--- src/rtl/m_and_arbiter.sv ---
// m_and_arbiter
//   Round-robin arbiter that shares one registered bitwise AND unit among
//   N_REQ requesters and returns a & b with the requester index on a single
//   valid/ready response channel.
//
// Ports
//   clk        : clock, rising edge
//   rst_n      : asynchronous active-low reset
//   req_valid  : [N_REQ]        requester i has an operand pair pending
//   req_ready  : [N_REQ]        one-hot (or zero) grant for this cycle
//   req_a      : [N_REQ*WIDTH]  operand A, requester i at [i*WIDTH +: WIDTH]
//   req_b      : [N_REQ*WIDTH]  operand B, same slicing
//   rsp_valid  : response register holds a result
//   rsp_ready  : consumer accepts the response
//   rsp_data   : [WIDTH] a & b of the granted pair
//   rsp_id     : [IDW]   index of the requester that produced rsp_data
//   busy       : mirrors rsp_valid
module m_and_arbiter #(
  parameter int N_REQ = 4,
  parameter int WIDTH = 8,
  parameter int IDW   = $clog2(N_REQ)
) (
  input  logic                   clk,
  input  logic                   rst_n,
  input  logic [N_REQ-1:0]       req_valid,
  output logic [N_REQ-1:0]       req_ready,
  input  logic [N_REQ*WIDTH-1:0] req_a,
  input  logic [N_REQ*WIDTH-1:0] req_b,
  output logic                   rsp_valid,
  input  logic                   rsp_ready,
  output logic [WIDTH-1:0]       rsp_data,
  output logic [IDW-1:0]         rsp_id,
  output logic                   busy
);

  localparam logic [0:0] ST_EMPTY = 1'b0;
  localparam logic [0:0] ST_FULL  = 1'b1;

  logic [0:0]       state_p1;
  logic [IDW-1:0]   ptr_p1;
  logic [WIDTH-1:0] data_p1;
  logic [IDW-1:0]   id_p1;

  logic             can_accept;
  logic             gnt_found;
  logic [IDW-1:0]   gnt_idx;
  logic [IDW-1:0]   ptr_nxt;
  logic [WIDTH-1:0] a_sel;
  logic [WIDTH-1:0] b_sel;
  logic             grant;
  int               j;

  // Stage p0: combinational round-robin grant search
  assign can_accept = (state_p1 == ST_EMPTY) || rsp_ready;

  // Search upward from ptr, wrapping at N_REQ so non-power-of-two counts
  // never visit unused index values.
  always_comb begin
    gnt_found = 1'b0;
    gnt_idx   = '0;
    a_sel     = '0;
    b_sel     = '0;
    j         = 0;
    for (int k = 0; k < N_REQ; k++) begin
      j = int'(ptr_p1) + k;
      if (j >= N_REQ) j = j - N_REQ;
      if (!gnt_found && req_valid[IDW'(j)]) begin
        gnt_found = 1'b1;
        gnt_idx   = IDW'(j);
        a_sel     = req_a[j*WIDTH +: WIDTH];
        b_sel     = req_b[j*WIDTH +: WIDTH];
      end
    end
  end

  // Gated by rst_n so no requester sees a grant while reset is asserted.
  assign grant     = rst_n && can_accept && gnt_found;
  assign req_ready = grant ? (N_REQ'(1) << gnt_idx) : '0;
  assign ptr_nxt   = (gnt_idx == IDW'(N_REQ - 1)) ? '0 : gnt_idx + IDW'(1);

  // Stage p1: registered AND result, requester id and round-robin pointer
  always_ff @(posedge clk or negedge rst_n) begin
    if (!rst_n) begin
      state_p1 <= ST_EMPTY;
      ptr_p1   <= '0;
      data_p1  <= '0;
      id_p1    <= '0;
    end else if (grant) begin
      state_p1 <= ST_FULL;
      ptr_p1   <= ptr_nxt;
      data_p1  <= a_sel & b_sel;
      id_p1    <= gnt_idx;
    end else if ((state_p1 == ST_FULL) && rsp_ready) begin
      state_p1 <= ST_EMPTY;
    end
  end

  assign rsp_valid = (state_p1 == ST_FULL);
  assign busy      = rsp_valid;
  assign rsp_data  = data_p1;
  assign rsp_id    = id_p1;

endmodule

--- config.mk ---
export PLATFORM = sky130hd
export DESIGN_NAME = m_and_arbiter
export DESIGN_NICKNAME = d
export VERILOG_FILES = /design/src/rtl/m_and_arbiter.sv
export SDC_FILE = /design/constraint.sdc
export NUM_CORES = 1
export LEC_CHECK = 0
export BUFFER_PORTS_ARGS = -buffer_cell sky130_fd_sc_hd__buf_2
export CELL_PAD_IN_SITES_DETAIL_PLACEMENT = 1
export CELL_PAD_IN_SITES_GLOBAL_PLACEMENT = 1
export CORE_MARGIN = 4
export CORE_UTILIZATION = 31
export CTS_CLUSTER_DIAMETER = 60
export DETAILED_ROUTE_END_ITERATION = 12
export PLACE_DENSITY = 0.88
export SYNTH_ARGS = -nofsm -noshare
export SYNTH_HDL_FRONTEND = slang
export SYNTH_SLANG_ARGS = --single-unit
--- constraint.sdc ---
create_clock -name clk -period 4.37 [get_ports clk]
set_clock_uncertainty 0.2 [all_clocks]
set_input_delay 0.874 -clock clk [delete_from_list [all_inputs] [get_ports clk]]
set_output_delay 0.874 -clock clk [all_outputs]
set_load 0.01 [all_outputs]
==> impl_metrics.ini <==
[status]
status = finished, final reports clean

[timing]
post-route-period-util_pct = 93.7
period_needed_ps = 4100
rsz0062_at_grt = no
tns_ps = 0
final_hold_viol_count = 0
worst_slew_pin_slew_ps = 971
fmax_mhz = 244
drv_slew = 0
setup_slack_ps = 274
final-setup-viol-count = 0
slew_headroom_pct = 35.0

[cts]
clkLatencyLatePin_ps = 250
clock-root-buffer = clkbuf_8
cts_setup_buffers = 0
cts.path.max_buffers = 2
cts_hold_buf = 0
ctsResizeCount = 0
htree_levels = 1
cts_tree = yes
cts.clk_slew.worst_paths_ps = 60
cts-buffers-inserted = 3
clkSinkCount = 13

[placed_design]
io_buffers = 86
dpl_worst_slack_ps = 351
gp_congestion = 0.801
dpl.hpwl_um = 5760
dpl_cell_area_sq_um = 2550
dp.cells = 415

[final_layout]
antenna_cells = 0
instances_no_fill = 419
final_cell_mix = buf_2, o21ai_0, nand2_1, nand3_1, a21oi_1
postLayoutCellArea_sq_um = 2600
nNetsFinal = 423
final_common_cell = buf_2
syn_to_final_growth_pct = 25.4
drive_above_1_share_pct = 35.4
fin_util_pct = 40.5

[global_routing]
grt_max_degree = 67
first_global_vias = 2618
grt_usage_pct = 18.0
grt_pass1_wl_um = 12400
grt_antenna_before_repair = 0
grt_overflow = 0

[synth]
yosys_most_used_dff = dfrtp_1
synth_compound_area_share_pct = 32.4
syn_area_sq_um = 2070
synth-xor-area-share_pct = 0.423
synthAdderAreaFrac_pct = 5.43
synth_simple_gate_area_share_pct = 20.6
syn-num-nets = 348
netlist_instances = 268
async_flop_share_pct = 100
synth_mux_area_share_pct = 18.2
synth_top_family_by_area = compound AO/OA/AOI/OAI gates
ys_seq_elements = 13
yosysUniqueCellTypes = 39
yosysWarnings = 0
yosysSeqAreaShare_pct = 15.7
synth_area_per_cell_sq_um = 7.73
synth_edf_count = 0

[routing]
vias = 2477
antenna_left = 0
wl_um = 7390
dr.pass1.iters = 4
dr.first_iter.drc_count = 210
drcViolationCount = 0
post_drt_wl_per_cell_um = 17.6
avgViaCountPerCell = 5.91

[worst_hold_path]
hold_class = register to register

[critical_path]
max_stage_delay_ps = 560
crit_fanout = 15
cp-end-kind = output pin
timing.rr.start = ptr_p1[0]
path_cells = inv_2 > ha_1 > mux4_2 > nor2b_1 > buf_4 > a211o_1 > nand2_1 > inv_1 > ha_1 > inv_1 > nor2_1 > buf_2
regToRegEndpoint = ptr_p1[1]
critPathLaunchType = register
reg2reg_depth = 10
endpoint = req_ready[1]
arrival_ps = 3020
startpoint = ptr_p1[0]
cpMaxStageDelayCell = dfrtp_2
r2r_slack_ps = 1140
path_class = register to output pin
worstPathRequired_ps = 3300

[job]
max_cap_violations = 0

[power]
p_leak_uw = 0.00118
p_per_area_nw_per_um2 = 711
irDropWorstVdd_mv = 0.344

[floorplan]
fp-row-count = 29
fp.coreArea_sq_um = 6420
die-area_sq_um = 8060
dieHeight_um = 89.8
ios = 87
initial_core_util_pct = 32.3
die_width_um = 89.8
-- synth_stat cells, types with 4 or more instances --
cell      count  area share, %
a32o_1        6            2.9
o21ai_0      37            8.9
nor2_1        8            1.4
a21oi_1      16            3.9
inv_1         8            1.4
nand3b_1      7            2.5
nand2b_1      4            1.2
o211ai_1     12            4.3
mux4_2        9            9.8
a211oi_1      6            2.2
mux2i_1      14            6.8
nand3_1      21            5.1
dfrtp_1      13             16
a221oi_2      5            3.6
ha_1          9            5.4
clkbuf_1     15            2.7
a221oi_1      5            2.1
nand2_1      33            6.0
buf_2         4           0.97
-- final cells by class --
cell class / instances / area (sq um)
inverter: 10 / 37.5
multi-input combinational: 220 / 1600
sequential: 13 / 327
timing repair buffer: 95 / 498
clock buffer: 4 / 45.0
tap: 77 / 96.3
fill: 803 / 3820
-- sequential cells by signal, indices dropped and copies added (netlist names) --
name and count:
rsp_id 2, busy 1, rsp_data 8, ptr_p1 2
-- worst min path at each step --
stage           startpoint          end  slack [ps]  cells after the start
3_3_place_gp     rsp_id[0]    rsp_id[0]         270                      2
3_5_place_dp     rsp_id[0]    rsp_id[0]         270                      2
6_report         rsp_id[0]    rsp_id[0]         280                      2
5_1_grt        rsp_data[5]  rsp_data[5]         320                      1
2_1_floorplan    rsp_id[0]    rsp_id[0]         310                      2
4_1_cts          rsp_id[0]    rsp_id[0]         290                      2
-- kinds of logic (layout without fill, tap and decap cells) --
family,Yosys count,count (layout)
flip-flops,13,13
AO/OA/AOI/OAI,98,98
adder cells (fa/ha/maj),9,9
multiplexers,26,26
AND/OR/NAND/NOR,86,86
buffers and inverters,35,109
XOR/XNOR,1,1
-- critical path: cells and delay by family (launching register included) --
kind / cells / cell delay (ps)
adders and majority gates: 2 / 540
muxes: 1 / 550
buffers and inverters: 5 / 540
and+or+nand+nor: 3 / 360
DFF: 1 / 560
AOI/OAI and AO/OA: 1 / 230
-- per-layer routing --
metal	GRT usage [%]	vias to the layer above	wire [um]
li1	-	1165	-
met2	30.9	107	3610
met4	5.75	0	195
met1	22.6	1185	3050
met5	0	-	0
met3	3.76	20	532
-- stage by stage --
| step | hold slack, ps | power (uW) |
|---|---|---|
| detailed placement | 273 | 1730 |
| floorplan | 314 | 1300 |
| global route | 317 | 2010 |
| global placement | 267 | 1660 |
| CTS | 286 | 1850 |
| finish | 280 | 1850 |
-- where the power goes --
part / total, uW / switching (uW) / internal [uW]
combinational: 1510 / 888 / 618
sequential: 233 / 53.4 / 179
clock: 110 / 45.3 / 64.5
Note: power is estimated with default switching activity, not from simulation.
